--- config.mk ---
export PLATFORM = sky130hd
export DESIGN_NAME = nx_fifo_unpack
export DESIGN_NICKNAME = d
export VERILOG_FILES = /design/src/rtl/nx_fifo_unpack_pkg.sv /design/src/rtl/nx_fifo_unpack_stats.sv /design/src/rtl/nx_fifo_unpack.sv
export SDC_FILE = /design/constraint.sdc
export NUM_CORES = 1
export LEC_CHECK = 0
export BUFFER_PORTS_ARGS = -buffer_cell sky130_fd_sc_hd__buf_2
export CAP_MARGIN = 40
export CORE_MARGIN = 2
export CORE_UTILIZATION = 45
export DETAILED_ROUTE_END_ITERATION = 10
export PLACE_DENSITY = 0.7
export SETUP_SLACK_MARGIN = 0.3
export SLEW_MARGIN = 25
export SYNTH_ARGS = -nofsm -noshare
export SYNTH_HDL_FRONTEND = slang
export SYNTH_SLANG_ARGS = --single-unit
--- constraint.sdc ---
create_clock -name clk -period 1.75 [get_ports clk]
set_input_delay 0.175 -clock clk [delete_from_list [all_inputs] [get_ports clk]]
set_output_delay 0.175 -clock clk [all_outputs]
set_load 0.01 [all_outputs]
--- src/rtl/nx_fifo_unpack_pkg.sv ---
// Shared types and sizing helpers for the nx_fifo_unpack drain stage.
package nx_fifo_unpack_pkg;

   localparam int STAT_W = 32;

   typedef enum logic {
      ST_IDLE = 1'b0,
      ST_BUSY = 1'b1
   } stage_e;

   function automatic int calc_n(input int in_w, input int out_w);
      return in_w / out_w;
   endfunction

   function automatic int calc_idx_w(input int n);
      return (n > 1) ? $clog2(n) : 1;
   endfunction

endpackage

--- src/rtl/nx_fifo_unpack_stats.sv ---
// Saturating word/beat counters for nx_fifo_unpack (built only with NX_FIFO_UNPACK_STATS_EN).
module nx_fifo_unpack_stats
   import nx_fifo_unpack_pkg::*;
(
   input  logic              clk,
   input  logic              rst_n,
   input  logic              inc_words,
   input  logic              inc_beats,
   output logic [STAT_W-1:0] stat_words,
   output logic [STAT_W-1:0] stat_beats
);

   logic [STAT_W-1:0] words_q, words_d;
   logic [STAT_W-1:0] beats_q, beats_d;

   always_comb begin
      words_d = words_q;
      beats_d = beats_q;
      if (inc_words && (words_q != '1)) words_d = words_q + STAT_W'(1);
      if (inc_beats && (beats_q != '1)) beats_d = beats_q + STAT_W'(1);
   end

   always_ff @(posedge clk or negedge rst_n) begin
      if (!rst_n) begin
         words_q <= '0;
         beats_q <= '0;
      end else begin
         words_q <= words_d;
         beats_q <= beats_d;
      end
   end

   assign stat_words = words_q;
   assign stat_beats = beats_q;

endmodule

--- src/rtl/nx_fifo_unpack.sv ---
// Pops IN_W-bit FIFO words and replays each as IN_W/OUT_W little-endian beats on valid/ready.
// Optional saturating statistics outputs are enabled by defining NX_FIFO_UNPACK_STATS_EN.
module nx_fifo_unpack
   import nx_fifo_unpack_pkg::*;
#(
   parameter int IN_W  = 128,
   parameter int OUT_W = 32
) (
   input  logic              clk,
   input  logic              rst_n,
   input  logic              clear,
   input  logic              fifo_empty,
   input  logic [IN_W-1:0]   fifo_rdata,
   output logic              fifo_ren,
   output logic              out_valid,
   input  logic              out_ready,
   output logic [OUT_W-1:0]  out_data,
   output logic              out_sow,
   output logic              out_eow
`ifdef NX_FIFO_UNPACK_STATS_EN
   ,
   output logic [STAT_W-1:0] stat_words,
   output logic [STAT_W-1:0] stat_beats
`endif
);

   localparam int N     = calc_n(IN_W, OUT_W);
   localparam int IDX_W = calc_idx_w(N);

   if (((IN_W % OUT_W) != 0) || (N < 2)) begin : g_param_check
      $error("nx_fifo_unpack: IN_W must be a multiple of OUT_W giving at least two beats");
   end

   stage_e                  state_q, state_d;
   logic [IN_W-1:0]         hold_q, hold_d;
   logic [IDX_W-1:0]        idx_q, idx_d;
   logic                    hold_vld;
   logic                    acc;
   logic                    last;
   logic [N-1:0][OUT_W-1:0] lanes;

   assign hold_vld = (state_q == ST_BUSY);
   assign last     = (idx_q == IDX_W'(N - 1));
   assign acc      = hold_vld & out_ready;
   // Popping on the final accept lets the next word follow with no bubble.
   assign fifo_ren = !fifo_empty & !clear & (!hold_vld | (acc & last));

   always_comb begin
      // NOTE: every variable gets a default first so no path leaves it unassigned (no latch).
      state_d = state_q;
      hold_d  = hold_q;
      idx_d   = idx_q;
      if (clear) begin
         state_d = ST_IDLE;
         idx_d   = '0;
      end else if (fifo_ren) begin
         state_d = ST_BUSY;
         hold_d  = fifo_rdata;
         idx_d   = '0;
      end else if (acc && last) begin
         state_d = ST_IDLE;
         idx_d   = '0;
      end else if (acc) begin
         idx_d   = idx_q + IDX_W'(1);
      end
   end

   always_ff @(posedge clk or negedge rst_n) begin
      if (!rst_n) begin
         state_q <= ST_IDLE;
         idx_q   <= '0;
         // NOTE: the wide staging register is reset too, so out_data reads zero out of reset.
         hold_q  <= '0;
      end else begin
         // NOTE: non-blocking assignments so every flop samples pre-edge values.
         state_q <= state_d;
         idx_q   <= idx_d;
         hold_q  <= hold_d;
      end
   end

   assign lanes     = hold_q;
   assign out_valid = hold_vld;
   assign out_data  = lanes[idx_q];
   assign out_sow   = hold_vld & (idx_q == '0);
   assign out_eow   = hold_vld & last;

`ifdef NX_FIFO_UNPACK_STATS_EN
   nx_fifo_unpack_stats u_stats (
      .clk        (clk),
      .rst_n      (rst_n),
      .inc_words  (fifo_ren),
      .inc_beats  (acc),
      .stat_words (stat_words),
      .stat_beats (stat_beats)
   );
`endif

endmodule

# [Word-level counts from Yosys, hierarchy flattened]
# Index checks and enable logic that the tools add are counted.
[totals] register_bits=131 in_bits=133 out_inout_bits=36 elab_cells=31
[classes] add_sub_neg=1 n_lt_le_gt_ge=1 eq_ne=1 muxes=9 bitwise_logic=8 n_reduce_logical=8
[op_table] operator="32-bit binary-select mux with 2-bit select" count=1
[op_table] operator="32-bit two-way mux" count=1
[op_table] operator="2-bit two-way mux" count=4
[op_table] operator="1-bit bitwise AND" count=6
[op_table] operator="4-bit nonzero test" count=1
[op_table] operator="1-bit logical NOT" count=3
[op_table] operator="2-bit by 3-bit < comparator with 1-bit output, second input constant" count=1
[op_table] operator="1-bit two-way mux" count=3
[op_table] operator="3-bit nonzero test" count=1
[op_table] operator="2-bit by 1-bit adder with 2-bit output, second input constant" count=1
[op_table] operator="2-bit equality test, second input constant" count=1
[op_table] operator="2-bit logical NOT" count=1
[op_table] operator="2-bit AND reduction" count=1
[op_table] operator="1-bit logical AND" count=1
[op_table] operator="1-bit NOT" count=1
[op_table] operator="1-bit OR" count=1

# [Depth between registers and ports, before layout]
[logic_depth] ltp_word=6 depth_mapped=6 mapped_depth_nobuf=4

# [Worst setup path before layout]
# No wires, ideal clock.
[synth_timing] path_type="register to output" from="register idx_q[0]" to="output port out_data[17]" arrival_ps=1373 t_required_ps=1575 path_slack_ps=202 stages_incl_launch_ff=4 n_path_buf=2 cell_sequence="dfrtp_1 -> buf_2 -> buf_2 -> mux4_2"
[synth_between] elab_chain_cells=2
[synth_rtl] item="from (decl)" line="nx_fifo_unpack.sv:36" rtl="logic [IDX_W-1:0] idx_q, idx_d;"
[synth_rtl] item="from (signal assigned)" line="nx_fifo_unpack.sv:77" rtl="idx_q <= idx_d;"
[synth_rtl] item="32-bit binary-select mux with 2-bit select" line="nx_fifo_unpack.sv:84" rtl="assign out_data = lanes[idx_q];"
[synth_rtl] item="32-bit two-way mux (implied by the code)" line="nx_fifo_unpack.sv:84"
[synth_rtl] item="to (decl)" line="nx_fifo_unpack.sv:17" rtl="output logic [OUT_W-1:0] out_data,"
# Every way passes these cells. The select of a mux whose other input is x is not followed.

# [Final worst setup path]
[layout_timing] from="register idx_q[0]" to="output port out_data[16]"
# The elaborated chain is that of the path after synthesis.

==> results.yml <==
status:
  status: "finished, violations left"
  violations: "setup timing"
logic_synthesis:
  synth-seq-cells: 131
  syn_inst: 331
  ys_async_sr_fraction_pct: 100
  synth_fa_ha_area_share_pct: 0.408
  synth_edf_count: 0
  seq_area_frac_synth_pct: 53.5
  synth_simple_gate_area_share_pct: 1.08
  synth_cell_type_count: 21
  synth_xor_area_share_pct: 0
  synth_top_cell_by_area: "dfrtp_1"
  synth_top_area_share_pct: 53.5
  synthesis.nets: 466
  synth_ff_type: "dfrtp_1"
  syn-cell-area_sq_um: 6130
  synthMuxAreaShare_pct: 41.6
  synth_top_family_by_area: "multiplexers"
  synth_warnings: 0
  synth_compound_area_share_pct: 0.347
  synth.area.top_cells: "dfrtp_1, mux2_4, mux4_2"
  avgSynthCellArea_sq_um: 18.5
routing:
  met3_length_um: 724
  vias_per_cell: 5.02
  routedWlPerCell_um: 20.5
  dr.pass1.iters: 6
  antenna_left: 0
  wl_met1_um: 7200
  wl_um: 17800
  wl_met2_um: 9490
  drc: 0
  vias: 4354
  drt_iter0_drc: 226
  highest_layer: "met4"
final_layout:
  final_util_pct: 77.4
  drive_gt1_share_pct: 61.1
  nNetsFinal: 813
  syn_to_final_growth_pct: 67.9
  fill_cells: 710
place:
  gp_congestion: 0.737
  port_buffers: 168
  hpwl_um: 8890
  dp_slack_ps: 4.99
sta:
  slew_headroom_pct: 67.5
  setup_viol_count_final: 157
  slew_viol_final: 0
  hold_viol: 0
  max_freq_mhz: 510
  min_period_over_period_pct: 112
  rsz0062_at_grt: "true"
  tightest_slew_ps: 488
  clock_skew_ps: 6.05
  setup_ws_ps: -209
  period_minus_slack_ps: 1960
  fin_hold_ws_ps: 88.9
worst_setup_path:
  worst_ep_arrival_time_ps: 1780
  r2r.worst_path.cells: 9
  max_stage_delay_ps: 530
  worstSetupPathType: "reg -> out"
  critPathRequiredTime_ps: 1570
  cpMaxStageDelayCell: "mux4_2"
  rrSetupSlack_ps: -190
  cp_cell_sequence: "buf_12 -> buf_12 -> mux4_2 -> buf_6"
  end_kind: "output pin"
  start_kind: "register"
  path_max_fanout: 8
  r2r_end: "hold_q[70]$_DFFE_PN0P_"
  r2r-start: "idx_q[0]$_DFFE_PN0P_"
  crit_path_frequent_cell: "buf_12"
pwr:
  p_switching_mw: 2.43
  p_leak_nw: 4.70
  sequentialPowerShare_pct: 38.6
  intPower_mw: 7.81
  swShare_pct: 23.7
  power_density_nw_per_um2: 995
  clkPwrFrac_pct: 36.7
  p_comb_share_pct: 24.7
  peakVddDrop_uv: 660
grt:
  grt_max_degree: 43
  overflow: 0
  grt_pass1_vias: 5081
  grt_antenna_before_repair: 0
  grt_pass1_wl_um: 27600
  grt_util_all_layers_pct: 25.4
die:
  core-area_sq_um: 13300
  fp-row-count: 42
  dieArea_sq_um: 14600
  ioPinCount: 169
  start_util_pct: 46.1
  die_w_um: 121
  die_h_um: 121
clocking:
  clkSinkCount: 131
  clk_path_buf_depth: 2
  clk_latency_ps: 420
  cts_root_buf: "clkbuf_16"
  numCtsBuffers: 17
  cts_tree: "built"
  path_clk_slew_ps: 60
  cts_max_level: 4
hold_path:
  min_from: "fifo_empty"
  hold-path-endpoint: "out_valid$_DFFE_PN0P_"
  whs_path_depth: 3
  hold_class: "in -> reg"
flow_run:
  maxCapViolCount: 0
timing repair:
item	in CTS	in global routing
setup endpoints to repair	164	165
gates cloned	17	2
pin swaps	2	3
resized for setup	75	28
hold buffers	130	0
hold endpoints to repair	163	0
buffers inserted	16	2
metal layers:
| metal | vias to the layer above | GRT usage, % |
|---|---|---|
| met5 | - | 0 |
| met4 | 0 | 9.67 |
| met3 | 33 | 5.42 |
| met2 | 142 | 45.1 |
| met1 | 2241 | 30.3 |
| li1 | 1938 | - |
cells in the final DEF (no fill, tap or decap):
cell type,synthesis,layout
buf_12,0,21
a21boi_4,0,1
clkinvlp_4,0,2
nor2b_1,3,3
buf_6,11,33
and2_4,0,2
clkbuf_1,2,3
o21ai_0,1,1
ha_4,0,1
buf_8,0,2
bufinv_16,0,4
or3_4,0,1
dfrtp_1,131,128
clkbuf_8,0,2
clkinv_2,0,4
a21oi_2,0,1
nor3_4,1,2
mux2_2,28,9
nor2_1,1,1
buf_4,2,4
mux2_4,100,119
nand2_1,1,1
dlygate4sd3_1,0,130
inv_1,2,1
mux2i_1,1,1
mux4_2,32,32
buf_16,0,17
ha_2,0,1
buf_2,7,141
inv_2,0,1
clkbuf_16,0,19
diode_2,0,1
dfrtp_2,0,3
power by group through the flow:
| stage | sequential (mW) | clock, mW | combinational [mW] |
|---|---|---|---|
| after detailed placement | 3.96 | 0 | 1.80 |
| after global placement | 3.92 | 0 | 1.74 |
| final | 3.95 | 3.75 | 2.53 |
| after floorplan | 3.85 | 0 | 1.29 |
| after global routing | 4.01 | 3.99 | 2.67 |
| after CTS | 3.92 | 3.82 | 2.39 |
metrics by stage:
step / cell area, sq um / instances / power, mW / TNS, ps
floorplan: 6150 / 331 / 5.13 / 0
global placement: 7230 / 668 / 5.67 / 0
detailed placement: 7230 / 668 / 5.76 / 0
CTS: 10100 / 863 / 10.1 / -14630
global route: 10300 / 867 / 10.7 / -23430
finish: 10300 / 868 / 10.2 / -14410
synthesized netlist by cell type (2+ instances only):
cell type and count:
dfrtp_1 131, mux2_4 100, mux4_2 32, mux2_2 28
buf_6 11, buf_2 7, nor2b_1 3, and2_1 2
buf_4 2, clkbuf_1 2, ha_1 2, inv_1 2
state kept, by name, indices dropped and copies added (netlist names):
name / cells
out_valid: 1
hold_q: 128
idx_q: 2
cell type report:
cell class	instances	area, sq um	area share (%)
diodes	1	2.50	0.0243
clock buffers	22	464	4.51
clock inverters	10	155	1.51
inverters	2	7.51	0.0730
multi-input cells	176	2780	27.0
flip-flops and latches	131	3280	31.9
well taps	176	220	2.14
repair buffers	350	3380	32.8
how the worst max path moves through the flow:
stage	to	start	slack [ps]	depth (start not counted)
floorplan	hold_q[10]$_DFFE_PN0P_	idx_q[0]$_DFFE_PN0P_	230	6
global placement	hold_q[111]$_DFFE_PN0P_	idx_q[0]$_DFFE_PN0P_	40	6
detailed placement	hold_q[102]$_DFFE_PN0P_	idx_q[0]$_DFFE_PN0P_	5	6
CTS	out_data[25]	idx_q[0]$_DFFE_PN0P_	-220	4
global route	out_data[16]	idx_q[0]$_DFFE_PN0P_	-280	4
finish	out_data[16]	idx_q[0]$_DFFE_PN0P_	-210	4
cells by family after synthesis:
kind of cell               Yosys count
adders and majority gates            2
buffers and inverters               24
and+or+nand+nor                     10
muxes                              161
DFF                                131
AOI/OAI and AO/OA                    3
critical path: cells and delay by family (launching register included):
kind / cells / cell delay, ps
mux: 1 / 530
buf+inv: 3 / 450
flops: 1 / 380
No activity file was read; power rests on OpenSTA's default activity.
